$ cat config.mk
export PLATFORM = sky130hd
export DESIGN_NAME = hazard_ctrl_unit
export DESIGN_NICKNAME = d
export VERILOG_FILES = /design/src/rtl/hazard_ctrl_unit.sv
export SDC_FILE = /design/constraint.sdc
export NUM_CORES = 1
export LEC_CHECK = 0
export CAP_MARGIN = 20
export CORE_MARGIN = 3
export CORE_UTILIZATION = 48
export DETAILED_ROUTE_END_ITERATION = 10
export GPL_ROUTABILITY_DRIVEN = 0
export PLACE_DENSITY_LB_ADDON = 0.1
export SLEW_MARGIN = 15
export SYNTH_ARGS = -nofsm -noshare
export SYNTH_HDL_FRONTEND = slang
export SYNTH_SLANG_ARGS = --single-unit
$ cat constraint.sdc
create_clock -name clk -period 3.55 [get_ports clk]
set_clock_uncertainty 0.15 [all_clocks]
set_input_delay 0.71 -clock clk [delete_from_list [all_inputs] [get_ports clk]]
set_output_delay 0.71 -clock clk [all_outputs]
set_load 0.02 [all_outputs]
$ cat src/rtl/hazard_ctrl_unit.sv
// Pipeline hazard controller for the 5-stage MIPS core: load-use, branch operand,
// mult/div busy stalls, multi-slot wrong-path flushing and saturating perf counters.
module hazard_ctrl_unit #(
    parameter int REG_AW      = 5,
    parameter int FLUSH_SLOTS = 1,
    parameter int MD_CYCLES   = 32,
    parameter int CNT_W       = 16
) (
    input  logic              clk,
    input  logic              rst_n,
    input  logic              id_ex_mem_read,
    input  logic              id_ex_reg_write,
    input  logic [REG_AW-1:0] id_ex_dst,
    input  logic              ex_mem_mem_read,
    input  logic [REG_AW-1:0] ex_mem_dst,
    input  logic [REG_AW-1:0] if_id_rs,
    input  logic [REG_AW-1:0] if_id_rt,
    input  logic              if_id_uses_rt,
    input  logic              if_id_uses_hilo,
    input  logic              br,
    input  logic              br_taken,
    input  logic              jump,
    input  logic              md_start,
    output logic              pc_wr_en,
    output logic              if_id_wr_en,
    output logic              nop_flag,
    output logic              flush_flag,
    output logic              md_busy,
    output logic [CNT_W-1:0]  stall_count,
    output logic [CNT_W-1:0]  flush_count
);

    localparam int MD_W = $clog2(MD_CYCLES + 1);

    typedef enum logic [1:0] {
        ACT_RUN,
        ACT_FLUSH,
        ACT_STALL,
        ACT_REDIRECT
    } act_e;

    logic [MD_W-1:0]  md_cnt_q, md_cnt_d;
    logic [1:0]       flush_rem_q, flush_rem_d;
    logic [CNT_W-1:0] stall_cnt_q, stall_cnt_d;
    logic [CNT_W-1:0] flush_cnt_q, flush_cnt_d;

    logic busy;
    logic load_haz, br_haz, md_haz;
    act_e act;

    // Register 0 is hardwired to zero, so it can never be a true dependency.
    function automatic logic src_match(input logic [REG_AW-1:0] r,
                                       input logic [REG_AW-1:0] rs,
                                       input logic [REG_AW-1:0] rt,
                                       input logic              uses_rt);
        return (r != '0) && ((r == rs) || (uses_rt && (r == rt)));
    endfunction

    assign busy = (md_cnt_q != '0);

    always_comb begin
        // NOTE: every always_comb output gets a default first so no path can infer a latch.
        load_haz    = id_ex_mem_read & src_match(id_ex_dst, if_id_rs, if_id_rt, if_id_uses_rt);
        br_haz      = (br | jump) &
                      ((id_ex_reg_write & src_match(id_ex_dst, if_id_rs, if_id_rt, if_id_uses_rt)) |
                       (ex_mem_mem_read & src_match(ex_mem_dst, if_id_rs, if_id_rt, if_id_uses_rt)));
        md_haz      = if_id_uses_hilo & busy;

        act = ACT_RUN;
        if (flush_rem_q != '0)
            act = ACT_FLUSH;
        else if (load_haz | br_haz | md_haz)
            act = ACT_STALL;
        else if ((br & br_taken) | jump)
            act = ACT_REDIRECT;

        pc_wr_en    = 1'b1;
        if_id_wr_en = 1'b1;
        nop_flag    = 1'b0;
        flush_flag  = 1'b0;
        md_busy     = busy;
        md_cnt_d    = md_cnt_q;
        flush_rem_d = flush_rem_q;
        stall_cnt_d = stall_cnt_q;
        flush_cnt_d = flush_cnt_q;

        case (act)
            ACT_FLUSH: begin
                flush_flag  = 1'b1;
                flush_rem_d = flush_rem_q - 2'd1;
            end
            ACT_STALL: begin
                pc_wr_en    = 1'b0;
                if_id_wr_en = 1'b0;
                nop_flag    = 1'b1;
                if (stall_cnt_q != '1)
                    stall_cnt_d = stall_cnt_q + 1'b1;
            end
            ACT_REDIRECT: begin
                flush_flag  = 1'b1;
                flush_rem_d = 2'(FLUSH_SLOTS - 1);
                if (flush_cnt_q != '1)
                    flush_cnt_d = flush_cnt_q + 1'b1;
            end
            default: ;
        endcase

        // A new issue restarts the busy window even if the unit is still busy.
        if (md_start)
            md_cnt_d = MD_W'(MD_CYCLES);
        else if (busy)
            md_cnt_d = md_cnt_q - 1'b1;

        if (!rst_n) begin
            pc_wr_en    = 1'b0;
            if_id_wr_en = 1'b0;
            nop_flag    = 1'b1;
            flush_flag  = 1'b1;
            md_busy     = 1'b0;
        end
    end

    always_ff @(posedge clk) begin
        // NOTE: sequential state uses non-blocking assignments only; reset is sampled on the clock edge.
        if (!rst_n) begin
            md_cnt_q    <= '0;
            flush_rem_q <= '0;
            stall_cnt_q <= '0;
            flush_cnt_q <= '0;
        end else begin
            md_cnt_q    <= md_cnt_d;
            flush_rem_q <= flush_rem_d;
            stall_cnt_q <= stall_cnt_d;
            flush_cnt_q <= flush_cnt_d;
        end
    end

    assign stall_count = stall_cnt_q;
    assign flush_count = flush_cnt_q;

endmodule

# Word-level counts from Yosys, hierarchy flattened
# Cells that the tools add are included.
[totals]
reg_bits = 40
in_bits = 31
output_inout_bits = 37
wordCells = 59
[op_classes]
add_sub_neg = 4
eq_ne = 9
n_mux = 13
bitwise = 12
n_reduce_logical = 16
[op_table]
columns = ["operator", "n"]
rows = [
  ["$add 16x1->16 const B", 2],
  ["$ne 16x16->1 const B", 2],
  ["$eq 5x5->1", 4],
  ["$mux 6", 2],
  ["$reduce_bool 5->1", 2],
  ["$mux 1", 7],
  ["$and 1x1->1", 6],
  ["$mux 2", 3],
  ["$reduce_bool 2->1", 3],
  ["$reduce_bool 6->1", 1],
  ["$sub 6x1->6 const B", 1],
  ["$or 1x1->1", 5],
  ["$eq 2x2->1 const B", 2],
  ["$logic_and 1x1->1", 4],
  ["$pmux 2 s2", 1],
  ["$reduce_and 2->1", 2],
  ["$reduce_or 2->1", 2],
  ["$eq 2x1->1 const B", 1],
  ["$logic_or 1x1->1", 2],
  ["$sub 2x1->2 const B", 1],
  ["$not 1->1", 1],
]

# Logic depth before layout (Yosys ltp)
[depth]
word_depth = 15
mapped_depth = 9
ltp_nobuf = 7

# Least setup slack after synthesis
# Ideal clock, no wire load.
[synth_path]
path_kind = "in2out"
start = "input id_ex_dst[1]"
end = "output pc_wr_en"
t_arrival_ns = 2.666
required_ns = 2.690
path_slack_ns = 0.024
cell_stages = 7
path_buffers = 2
cell_sequence = "or4_1 o22a_1 a221oi_1 clkbuf_1 nand2b_1 and2_1 buf_4"
[synth_between]
elab_chain_cells = 14
word_cells_on_any_way = 17
cone_classes = "3 x eq/ne; 4 x mux; 6 x bitwise; 4 x reduce/logical"
[synth_lines]
columns = ["element", "line_no", "source"]
rows = [
  ["start, declared", "13", "input logic [REG_AW-1:0] id_ex_dst,"],
  ["$eq 5x5->1", "56", "return (r != '0) && ((r == rs) || (uses_rt && (r == rt)));"],
  ["$logic_and 1x1->1", "56", ""],
  ["$logic_or 1x1->1", "56", ""],
  ["$logic_and 1x1->1 (*)", "56", ""],
  ["$and 1x1->1", "65", "((id_ex_reg_write & src_match(id_ex_dst, if_id_rs, if_id_rt, if_id_uses_rt)) |"],
  ["$or 1x1->1", "65", ""],
  ["$and 1x1->1", "64", "br_haz = (br | jump) &"],
  ["$or 1x1->1 (*) (2 in series)", "72", "else if (load_haz | br_haz | md_haz)"],
  ["$mux 2 (*)", "72", ""],
  ["$mux 2 (*)", "70", "if (flush_rem_q != '0)"],
  ["$eq 2x2->1 (*)", "n/a", ""],
  ["$mux 1 (*) (2 in series)", "n/a", ""],
  ["end, declared", "24", "output logic pc_wr_en,"],
]
# Mark *: on every way between the ends. The rest lies on a longest branch, timed or not.

# Worst setup path in the final report
[layout_path]
start = "input id_ex_dst[1]"
end = "output nop_flag"
[layout_between]
elab_chain_cells = 14
word_cells_on_any_way = 17
cone_classes = "3 x eq/ne; 4 x mux; 6 x bitwise; 4 x reduce/logical"
[layout_lines]
columns = ["element", "line_no", "source"]
rows = [
  ["$eq 5x5->1", "56", ""],
  ["$logic_and 1x1->1", "56", ""],
  ["$logic_or 1x1->1", "56", ""],
  ["$logic_and 1x1->1 (*)", "56", ""],
  ["$and 1x1->1", "65", ""],
  ["$or 1x1->1", "65", ""],
  ["$and 1x1->1", "64", ""],
  ["$or 1x1->1 (*) (2 in series)", "72", ""],
  ["$mux 2 (*)", "72", ""],
  ["$mux 2 (*)", "70", ""],
  ["$eq 2x2->1 (*)", "87", "case (act)"],
  ["$mux 1 (*)", "87", ""],
  ["$mux 1 (*)", "114", "if (!rst_n) begin"],
  ["end, declared", "26", "output logic nop_flag,"],
]
# Marked as above.

==> out/results.ini <==
[run_status]
status = finished, final reports clean

[global_route]
overflow = 0
grt_usage_pct = 21.2
grt_pass1_vias = 2313
grt_max_degree = 31
antenna_found_initial = 0
grt_pass1_wl_um = 10500

[logic_synthesis]
async_flop_share_pct = 0
syn_nets = 331
syn_inst = 296
synthTopCellsByArea = dfxtp_1, xnor2_1, or4_1
yosys.area.top_type = dfxtp_1
synthFlopType = dfxtp_1
synth_edf_count = 0
yosysSeqAreaShare_pct = 33.0
syn_avg_cell_area_um2 = 8.19
synthDistinctLibCells = 49
yosysMostFrequentCell = dfxtp_1
netlist.area_leader.share_pct = 33.0
synth_area_um2 = 2420
ys_seq_elements = 40
yosysWarnings = 0
synth_common_cells = dfxtp_1, a21oi_1, xnor2_1

[power_and_ir_drop]
p_comb_share_pct = 42.2
p_sw_mw = 0.568
seqPwrFrac_pct = 34.0
internal-power_mw = 0.973
p_leak_nw = 1.13
p_sw_share_pct = 36.8
power.total_mw = 1.54
ir_worst_vdd_uv = 301
pwr-share-clk_pct = 23.8
power_density_nw_per_um2 = 460

[clock_network]
clock-sinks = 40
htree_levels = 2
cts_root_buffer = clkbuf_8
cts_buffers = 5
cts_tree = done
clk_pin_slew_ns = 0.08
clockBufferDepth = 2
clock_latency_ns = 0.29

[routing]
drt-pass1-iter-count = 4
routed_wl_um = 6170
drc = 0
wire_per_inst_um = 14.1
wl_met1_um = 2760
met2WireLength_um = 3090
ant_nets = 0
viasPerCell = 5.75
drt_iter0_drc = 118
met3_length_um = 258
top_layer_used = met4
vias = 2505

[setup_path]
cp-end-kind = primary output
reg2reg_depth = 9
path_cells = dlygate4sd2_1 > or4_4 > o22a_1 > buf_4 > a221oi_4 > nand2b_4 > buf_4 > nand2_1 > buf_6
start_kind = input port
worst-setup-path-type = in -> out
critical_path_arrival_ns = 2.60
cpPeakStageDelay_ns = 0.53
required_ns = 2.69
worst-path-max-fanout = 3
slowest_stage = or4_4
cpMostUsedCell = buf_4

[worst_hold_path]
hp-class = reg -> reg
hold_depth = 2

[layout]
drive_gt1_share_pct = 9.21
diodes = 0
fin_nets = 403
fin_area_um2 = 3350
post-route-util_pct = 69.6
multi_input_area_um2 = 1540
ff_latch_area_um2 = 801
fin_cells = 436
fillers = 426
area_growth_pct = 38.2

[placement]
postPlaceCellArea_um2 = 3220
io_buffers = 67
place_inst = 427
dp_slack_ns = -0.554
hpwlAfterDp_um = 4500

[sta]
worst_pin_slew_ns = 0.526
grt_setup_unrepaired = no
finalCritPeriodShare_pct = 97.5
setup_viol = 0
setup_tns_ns = 0
maxSlewViolCount = 0
period_minus_slack_ns = 3.46
setup_ws_ns = 0.0872
relSlewSlack_pct = 64.7
whs_ns = 0.338
fmax_mhz = 289
hold_viol = 0

[floorplan]
num_rows = 25
die_area_um2 = 5940
die_h_um = 77.1
core_um2 = 4820
io_pins = 68
start_util_pct = 50.3
dieWidth_um = 77.1

[job]
drv_cap = 0

-- cell usage in the layout, fill, tap and decap left out, types with 2 or more instances in the layout --
master,n
or4_1,20
and2_1,5
mux2i_1,5
dlygate4sd2_1,4
nor2_1,12
o311ai_0,3
ha_1,4
o21ai_1,2
nand2_1,21
buf_2,2
xnor2_1,23
dfxtp_1,40
buf_4,14
nor4_1,4
o31ai_1,20
nand4_1,8
o21a_1,2
clkbuf_8,5
and3_1,7
o22ai_1,2
a21oi_1,29
o21ai_0,5
inv_1,9
nand3_1,17
and4_1,3
clkdlybuf4s50_1,59
or2_2,2
nand3b_1,2
nor3_1,3
or3_1,3
nand2b_1,7
-- sequential cells by signal (all words and copies together), names as in the netlist --
signal and count:
stall_count 16, flush_rem_q 2, flush_count 16, md_cnt_q 6
-- timing repair --
item                                    CTS  global route
buffers inserted                          1             0
pin swaps                                 2             0
gates resized for setup                  25             2
endpoints found under the setup margin    4             3
hold buffers                              0             0
-- power groups by stage --
stage	logic, mW	registers, mW	clock network (mW)
6_report	0.650	0.524	0.367
5_1_grt	0.716	0.530	0.398
4_1_cts	0.638	0.524	0.377
3_5_place_dp	0.630	0.533	0
3_3_place_gp	0.621	0.534	0
2_1_floorplan	0.418	0.542	0
-- routing by layer --
metal  vias to the layer above  GRT usage (%)
met4                         0           6.58
met5                         -              0
met2                        66           36.2
met3                         6           3.76
li1                       1274              -
met1                      1159           27.0
-- final timing paths --
path,start,endpoint,slack [ns]
min reg2reg,flush_count[9],flush_count[9],0.34
min,flush_count[9],flush_count[9],0.34
max,id_ex_dst[1],nop_flag,0.09
max reg2reg,md_cnt_q[0],stall_count[4],1.05
-- critical path, delay by kind of cell --
kind,cells,cell delay (ns)
AOI/OAI and AO/OA,2,0.48
buffers and inverters,4,0.65
and+or+nand+nor,3,0.75
-- kinds of logic (layout without fill, tap and decap cells) --
| family | count (synthesis) | count (layout) | synth area share [%] |
|---|---|---|---|
| adder cells (fa/ha/maj) | 4 | 4 | 2.06 |
| multiplexers | 5 | 5 | 2.06 |
| buffers and inverters | 27 | 100 | 5.00 |
| AO/OA/AOI/OAI | 77 | 77 | 21.3 |
| AND/OR/NAND/NOR | 119 | 119 | 27.9 |
| XOR/XNOR | 24 | 24 | 8.67 |
| flip-flops | 40 | 40 | 33.0 |
-- area by class of cell --
cell class / instances / area share (%)
inverters: 10 / 1.12
flip-flops and latches: 40 / 23.9
repair buffers: 82 / 23.4
clock inverters: 2 / 1.05
clock buffers: 6 / 2.16
well taps: 67 / 2.50
multi-input cells: 229 / 45.9
No activity file was read; power rests on OpenSTA's default activity.
